### config.mk
export PLATFORM = sky130hd
export DESIGN_NAME = mem_port_arbiter
export DESIGN_NICKNAME = d
export VERILOG_FILES = /design/src/rtl/mem_arb_pkg.sv /design/src/rtl/mem_port_arbiter.sv
export SDC_FILE = /design/constraint.sdc
export NUM_CORES = 1
export LEC_CHECK = 0
export ABC_AREA = 1
export CAP_MARGIN = 20
export CORE_AREA = 2 2 103 105
export CTS_BUF_LIST = sky130_fd_sc_hd__clkbuf_16
export CTS_CLUSTER_SIZE = 30
export DETAILED_ROUTE_END_ITERATION = 16
export DIE_AREA = 0 0 105 107
export PLACE_DENSITY = 0.72
export SETUP_SLACK_MARGIN = 0.15
export SYNTH_ARGS = -nofsm -noshare
export SYNTH_HDL_FRONTEND = slang
export SYNTH_SLANG_ARGS = --single-unit
### constraint.sdc
create_clock -name i_clk -period 2.7 [get_ports i_clk]
set_clock_uncertainty 0.2 [all_clocks]
set_input_delay 0.675 -clock i_clk [delete_from_list [all_inputs] [get_ports i_clk]]
set_output_delay 0.675 -clock i_clk [all_outputs]
set_load 0.05 [all_outputs]
### src/rtl/mem_arb_pkg.sv
// rtl/mem_arb_pkg.sv - shared types and constants for the memory port arbiter
package mem_arb_pkg;

    localparam int LAT_W = 4;

    typedef enum logic {
        ST_IDLE = 1'b0,
        ST_BUSY = 1'b1
    } state_t;

    typedef enum logic {
        OWN_IF = 1'b0,
        OWN_DM = 1'b1
    } owner_t;

endpackage

### src/rtl/mem_port_arbiter.sv
// rtl/mem_port_arbiter.sv - fetch/data arbiter in front of a single-port fixed-latency memory
module mem_port_arbiter
    import mem_arb_pkg::*;
#(
    parameter int ADDR_W     = 32,
    parameter int DATA_W     = 32,
    parameter int MEM_LAT    = 2,
    parameter int STARVE_MAX = 4
) (
    input  logic              i_clk,
    input  logic              i_rst_n,
    input  logic              i_if_req,
    input  logic [ADDR_W-1:0] i_if_addr,
    output logic              o_if_gnt,
    output logic              o_if_rvalid,
    output logic [DATA_W-1:0] o_if_rdata,
    input  logic              i_dm_req,
    input  logic              i_dm_we,
    input  logic [ADDR_W-1:0] i_dm_addr,
    input  logic [DATA_W-1:0] i_dm_wdata,
    output logic              o_dm_gnt,
    output logic              o_dm_rvalid,
    output logic [DATA_W-1:0] o_dm_rdata,
    output logic              o_mem_en,
    output logic              o_mem_we,
    output logic [ADDR_W-1:0] o_mem_addr,
    output logic [DATA_W-1:0] o_mem_wdata,
    input  logic [DATA_W-1:0] i_mem_rdata,
    output logic              o_busy
);

    localparam logic [LAT_W-1:0] LAT_INIT   = LAT_W'(MEM_LAT);
    localparam logic [LAT_W-1:0] STARVE_LIM = LAT_W'(STARVE_MAX);
    localparam logic [LAT_W-1:0] CNT_ONE    = LAT_W'(1);

    state_t           r_state;
    state_t           w_state_nxt;
    owner_t           r_owner;
    logic [LAT_W-1:0] r_lat_cnt;
    logic [LAT_W-1:0] r_starve_cnt;

    logic w_resp;
    logic w_can_issue;
    logic w_if_win;
    logic w_dm_win;
    logic w_issue;

    // Arbitration: data side wins unless fetch has waited STARVE_MAX data grants
    always_comb begin
        w_resp      = (r_state == ST_BUSY) && (r_lat_cnt == CNT_ONE);
        w_can_issue = i_rst_n && ((r_state == ST_IDLE) || w_resp);
        w_dm_win    = w_can_issue && i_dm_req && (!i_if_req || (r_starve_cnt != STARVE_LIM));
        w_if_win    = w_can_issue && i_if_req && !w_dm_win;
        w_issue     = w_if_win || w_dm_win;
    end

    // State register
    always_ff @(posedge i_clk or negedge i_rst_n) begin
        if (!i_rst_n) begin
            r_state <= ST_IDLE;
        end else begin
            r_state <= w_state_nxt;
        end
    end

    // Next state: an issue always lands in BUSY; the response cycle without a new issue falls back to IDLE
    always_comb begin
        w_state_nxt = r_state;
        if (w_issue) begin
            w_state_nxt = ST_BUSY;
        end else if (w_resp) begin
            w_state_nxt = ST_IDLE;
        end
    end

    // Outputs: grants, memory strobe/mux and owner-steered response pulses
    always_comb begin
        o_if_gnt    = w_if_win;
        o_dm_gnt    = w_dm_win;
        o_mem_en    = w_issue;
        o_mem_we    = w_dm_win && i_dm_we;
        o_mem_addr  = '0;
        o_mem_wdata = '0;
        if (w_dm_win) begin
            o_mem_addr  = i_dm_addr;
            o_mem_wdata = i_dm_wdata;
        end else if (w_if_win) begin
            o_mem_addr  = i_if_addr;
        end
        o_if_rvalid = w_resp && (r_owner == OWN_IF);
        o_dm_rvalid = w_resp && (r_owner == OWN_DM);
        o_if_rdata  = i_rst_n ? i_mem_rdata : '0;
        o_dm_rdata  = i_rst_n ? i_mem_rdata : '0;
        o_busy      = (r_state == ST_BUSY);
    end

    // Owner and latency countdown for the access in flight
    always_ff @(posedge i_clk or negedge i_rst_n) begin
        if (!i_rst_n) begin
            r_owner   <= OWN_IF;
            r_lat_cnt <= '0;
        end else if (w_issue) begin
            r_owner   <= w_dm_win ? OWN_DM : OWN_IF;
            r_lat_cnt <= LAT_INIT;
        end else if (r_state == ST_BUSY) begin
            r_lat_cnt <= r_lat_cnt - CNT_ONE;
        end
    end

    // Starvation guard: counts data grants taken while fetch is waiting
    always_ff @(posedge i_clk or negedge i_rst_n) begin
        if (!i_rst_n) begin
            r_starve_cnt <= '0;
        end else if (!i_if_req || w_if_win) begin
            r_starve_cnt <= '0;
        end else if (w_dm_win && (r_starve_cnt != '1)) begin
            r_starve_cnt <= r_starve_cnt + CNT_ONE;
        end
    end

endmodule

==> results.cfg, run 1 <==
[sta]
hold_viol = 0
setup_violations = 5
fmaxAchievable_mhz = 370
max_slew.worst_pin.slew_ps = 523
drv_slew = 0
period_share = 1.00
rsz0062_at_grt = true
maxSlewHeadroom = 0.650
layout_min_cycle_time_ps = 2700
setup_ws_ps = -4.47

[synthesis]
yosys_register_bits = 10
yosys_warnings = 0
syn_nets = 494
avgSynthCellArea_um2 = 5.24
syn-cell-area_um2 = 1870
ys_types = 27
synthCells = 357
yosysSeqAreaShare = 0.134
synthArstFlopShare = 1.00
synth_edf_count = 0
ys.flop_type = dfrtp_1

[place]
gp_congestion = 0.879
placed_cells_incl_taps = 725
dp_hpwl_um = 8710
port_buffers = 267
dp_slack_ps = -314

[power_and_ir_drop]
power.net_switching_mw = 1.56
pwr-share-seq = 0.080
p_comb_frac = 0.839
ir_drop_v = 0.000265
p_int_mw = 1.67
powerDensity_nw_per_um2 = 450
cellLeakagePower_nw = 3.22
clockPowerShare = 0.081
swShare = 0.483

[global_routing]
grt_max_degree = 38
grt_pass1_vias = 3253
grt_overflow = 0
antenna_found_initial = 1
grt_pass1_wl_um = 16400
grt_usage = 0.183

[floorplanning]
io_pins = 268
die_area_um2 = 11200
initial_core_util = 0.185
core_area_um2 = 10100
die_height_um = 107
num_rows = 37
dieWidth_um = 105

[flow_run]
cap_violations = 0

[detailed_routing]
vias_per_cell = 4.27
route.detailed.drc = 0
drt-total-wl_um = 12800
via_count = 3222
drtIter0Drc = 135
routedWlPerCell_um = 16.9
ant_nets = 0
firstDrtPassIters = 5

[clocking]
clock_path_buffers = 2
cts.clk_slew.worst_paths_ps = 40
clk_latency_ps = 240
htree_levels = 1
cts_tree = yes
ctsHoldBuffers = 0
cts-root-buf = clkbuf_16
cts_buffers = 3
cts_sinks = 10

[setup_path]
r2r_slack_ps = 750
r2r_cells = 10
crit_fanout = 9
critPathKind = input pin to output port
critPathLaunchType = input pin
endpoint_kind = output port
critical_path_arrival_ps = 1830
r2r_end = r_starve_cnt[1]$_DFFE_PN0P_
timing.rr.start = r_starve_cnt[0]$_DFFE_PN0P_
cp.required_ps = 1820

[layout]
fin_nets = 756
fin_cells = 754
num_antenna_cells = 0
syn2layout_area_growth_pct = 284
drive_above_1_share = 0.550

[run_status]
violations = setup timing
status = finished with violations

[hold_path]
min_from = r_lat_cnt[1]$_DFFE_PN0P_
hp-class = flop to flop
hold_path_depth = 2
min_to = r_lat_cnt[1]$_DFFE_PN0P_
-- cell usage after synthesis, types with 4 or more instances --
cell | count | share of area
inv_1 | 81 | 0.16
nor2_1 | 40 | 0.080
nand3_1 | 7 | 0.019
dfrtp_1 | 10 | 0.13
buf_2 | 4 | 0.011
buf_4 | 34 | 0.14
nand2_2 | 4 | 0.013
nand2_1 | 140 | 0.28
ha_1 | 4 | 0.027
a21oi_1 | 5 | 0.013
-- cell families after synthesis --
logic type | after synthesis | share of synthesized area
AO/OA/AOI/OAI | 10 | 0.0348
XOR/XNOR | 2 | 0.00937
adder cells (fa/ha/maj) | 4 | 0.0268
buffers and inverters | 130 | 0.359
flip-flops | 10 | 0.134
AND/OR/NAND/NOR | 201 | 0.436
-- worst max-delay path by stage --
stage                                startpoint              end  slack [ps]  cells after the start
finish                                 i_dm_req    o_mem_addr[2]          -4                      8
global route           r_lat_cnt[1]$_DFFE_PN0P_   o_mem_addr[17]         -70                     12
CTS                 r_starve_cnt[0]$_DFFE_PN0P_  o_mem_wdata[14]          50                      9
detailed placement                     i_if_req   o_mem_addr[19]        -310                      9
global placement                       i_if_req   o_mem_addr[17]        -280                      9
floorplan                               i_rst_n  o_mem_wdata[10]         100                      6
-- cell type report --
cell class / instances / area, um^2
Timing Repair Buffer: 304 / 4520
Fill cell: 670 / 2920
Multi-Input combinational cell: 217 / 1720
Inverter: 83 / 432
Sequential cell: 10 / 251
Tap cell: 136 / 170
Clock buffer: 3 / 75.1
Clock inverter: 1 / 3.75
-- timing repair --
| action | 4_1_cts | 5_1_grt |
|---|---|---|
| gates resized for setup | 60 | 126 |
| pin swaps | 3 | 30 |
| setup endpoints to repair | 132 | 93 |
| gates cloned | 3 | 7 |
| endpoints found under the hold margin | 0 | 0 |
| buffers inserted | 8 | 7 |
-- layer usage --
layer  global-route usage  wire (um)
met1                0.161       3740
met2                0.376       7260
met3               0.0736       1230
met4               0.0486        533
met5                    0         15
-- power by group through the flow --
stage	clock [mW]	combinational, mW	sequential, mW
2_1_floorplan	0	1.14	0.252
3_3_place_gp	0	2.19	0.244
3_5_place_dp	0	2.24	0.247
4_1_cts	0.265	2.41	0.249
5_1_grt	0.276	2.82	0.263
6_report	0.262	2.71	0.257
-- sequential cells by signal, summed over array words and instances, names as in the netlist --
name,cells
o_busy,1
r_lat_cnt,4
r_starve_cnt,4
r_owner,1
-- metrics by stage --
stage | hold slack, ps | area [um^2] | power [mW] | setup TNS (ps) | utilization
2_1_floorplan | 179 | 2130 | 1.39 | 0 | -
3_3_place_gp | 300 | 6070 | 2.44 | -27100 | 0.601
3_5_place_dp | 319 | 6070 | 2.48 | -30060 | 0.601
4_1_cts | 347 | 6470 | 2.92 | 0 | 0.641
5_1_grt | 413 | 7170 | 3.36 | -1780 | 0.711
6_report | 365 | 7170 | 3.22 | -11.4 | 0.711
-- cells in the final DEF (no fill, tap or decap), types with 2 or more instances in the layout --
master and n:
nand4_1 2, buf_16 3, nand2_4 59, buf_4 20, nand2_2 29, buf_12 138
dfrtp_1 9, nand3_1 7, nor2_4 36, buf_6 4, ha_1 2, clkbuf_16 9
clkdlybuf4s15_1 2, clkdlybuf4s50_1 130, nor2_1 7, ha_4 2, a21oi_1 5, inv_2 3
o21ai_0 3, nand2_1 57, clkinvlp_4 30, inv_1 49, xor2_1 2
-- critical path: stages --
cell	delay, ps
clkdlybuf4s15_1	240
o21ai_4	100
nor2_4	210
buf_12	150
clkbuf_16	160
nand2_1	70
nand2_2	90
buf_12	130
No activity file was read; power rests on OpenSTA's default activity.
==> inputs of run 2 (changes only) <==
- HOLD_SLACK_MARGIN: not set -> 0.06
==> results of run 2 <==
Same layout as run 1: the final DEF is identical, and so are final timing and power.
==> inputs of run 3 (changes only) <==
- GPL_TIMING_DRIVEN: not set -> 0
==> run 3 against run 2 <==
Net effect: the flow still finishes with violations (setup timing); power is 14% lower; sequential share of layout area increased by 0.75 points; combinational power is 16% lower; utilization is 13 points lower; critical endpoint is now o_mem_wdata[18].
==> results.cfg, run 3 (same netlist as run 1, synthesis figures left out) <==
[run_status]
status = finished with violations
violations = setup timing

[power_and_ir_drop]
cellLeakagePower_nw = 2.91
p_total_mw = 2.76
ir_drop_v = 0.000327
powerDensity_nw_per_um2 = 467

[setup_path]
cp.required_ps = 1820
timing.rr.start = r_starve_cnt[0]$_DFFE_PN0P_
r2r_slack_ps = 630
r2r_end = r_starve_cnt[0]$_DFFE_PN0P_
critical_path_arrival_ps = 1850
r2r_cells = 13
critPathLaunchType = flop
critPathKind = flop to output port
endpoint_kind = output port
crit_fanout = 10

[floorplanning]
die_area_um2 = 11200
io_pins = 268
die_height_um = 107
initial_core_util = 0.185
core_area_um2 = 10100
num_rows = 37
dieWidth_um = 105

[sta]
rsz0062_at_grt = true
setup_violations = 17
setup_ws_ps = -20.2
drv_slew = 0
period_share = 1.01
layout_min_cycle_time_ps = 2720
fmaxAchievable_mhz = 368
max_slew.worst_pin.slew_ps = 519
hold_viol = 0
maxSlewHeadroom = 0.653

[global_routing]
grt_max_degree = 11
antenna_found_initial = 2
grt_pass1_wl_um = 14300
grt_overflow = 0
grt_usage = 0.155
grt_pass1_vias = 3104

[place]
place_area_um2 = 4970
dp_hpwl_um = 7710
port_buffers = 267
gp_congestion = 0.890

[clocking]
cts_sinks = 10
cts-root-buf = clkbuf_16
clock_path_buffers = 2
cts_tree = yes
htree_levels = 1
cts.clk_slew.worst_paths_ps = 40
cts_buffers = 3
clk_latency_ps = 230

[hold_path]
hold_path_depth = 2
hp-class = flop to flop
min_to = r_lat_cnt[1]$_DFFE_PN0P_
min_from = r_lat_cnt[1]$_DFFE_PN0P_

[layout]
top_regs = r_lat_cnt x4, r_starve_cnt x4
design_area_um2 = 5910
final_cell_mix = 130 x clkdlybuf4s50_1, 67 x nand2_2, 66 x buf_4
syn2layout_area_growth_pct = 216
fin_nets = 793
utilization = 0.585
final_common_cell = clkdlybuf4s50_1
nFillCells = 909
drive_above_1_share = 0.573

[detailed_routing]
vias_per_cell = 4.10
routedWlPerCell_um = 13.3
via_count = 3248
drtIter0Drc = 103
route.detailed.drc = 0
drt-total-wl_um = 10600
ant_nets = 0
firstDrtPassIters = 4

[flow_run]
cap_violations = 0
[run 3: changes by cell type in the layout (fill, tap and decap cells not counted), sizes merged]
cell / before / now
buf: 166 / 197
diode: 0 / 1
inv: 53 / 52
dlygate4sd2: 0 / 1
clkbuf: 9 / 13
dlygate4sd3: 0 / 1
clkinv: 1 / 2
[run 3: layer usage]
metal | GRT usage | part of all wire | routed length (um)
met1 | 0.151 | 0.34 | 3580
met5 | 0 | 0.0013 | 14
met4 | 0.0295 | 0.018 | 187
met2 | 0.315 | 0.56 | 5900
met3 | 0.0523 | 0.082 | 869
[run 3: worst max path at each step]
stage,startpoint,to,slack (ps),cells after the start
finish,r_starve_cnt[0]$_DFFE_PN0P_,o_mem_wdata[18],-20,10
global route,r_starve_cnt[0]$_DFFE_PN0P_,o_mem_wdata[22],-100,10
CTS,r_lat_cnt[1]$_DFFE_PN0P_,o_mem_addr[9],9,11
detailed placement,i_rst_n,o_mem_addr[19],-1470,10
global placement,i_rst_n,o_mem_addr[19],-1470,10
floorplan,i_rst_n,o_mem_wdata[10],100,6
[run 3: power breakdown]
| group | total, mW | internal [mW] | switching (mW) |
|---|---|---|---|
| registers | 0.237 | 0.201 | 0.0358 |
| logic | 2.27 | 0.961 | 1.31 |
| clock network | 0.257 | 0.194 | 0.0638 |
| total | 2.76 | 1.35 | 1.41 |
[run 3: worst max-delay path, stage by stage (launching register included)]
cell,delay (ps)
dfrtp_1,400
inv_2,90
ha_4,140
nand2_4,60
o21ai_4,230
nor2_4,80
buf_6,130
inv_8,110
clkbuf_16,180
nor2_4,40
buf_6,140
[run 3: area by class of cell]
type	count	area (um^2)	area share
Buffer	47	453	0.0767
Multi-Input combinational cell	217	1500	0.254
Timing Repair Buffer	294	3010	0.510
Clock buffer	3	75.1	0.0127
Inverter	83	437	0.0739
Clock inverter	1	3.75	0.000635
Antenna cell	1	2.50	0.000424
Sequential cell	10	251	0.0426
Tap cell	136	170	0.0288
[run 3: through the flow]
| step | hold WS, ps | TNS [ps] | cells | worst slack [ps] |
|---|---|---|---|---|
| finish | 342 | -267 | 792 | -20.2 |
| global route | 389 | -4530 | 791 | -104 |
| global placement | 301 | -171820 | 760 | -1470 |
| detailed placement | 300 | -174840 | 760 | -1470 |
| CTS | 335 | 0 | 776 | 8.65 |
| floorplan | 179 | 0 | 357 | 102 |
[run 3: timing repair]
item	4_1_cts	5_1_grt
buffers inserted	9	9
pin swaps	9	22
gates resized for setup	917	121
endpoints found under the hold margin	10	0
hold buffers	1	0
gates cloned	2	6
endpoints found under the setup margin	137	80
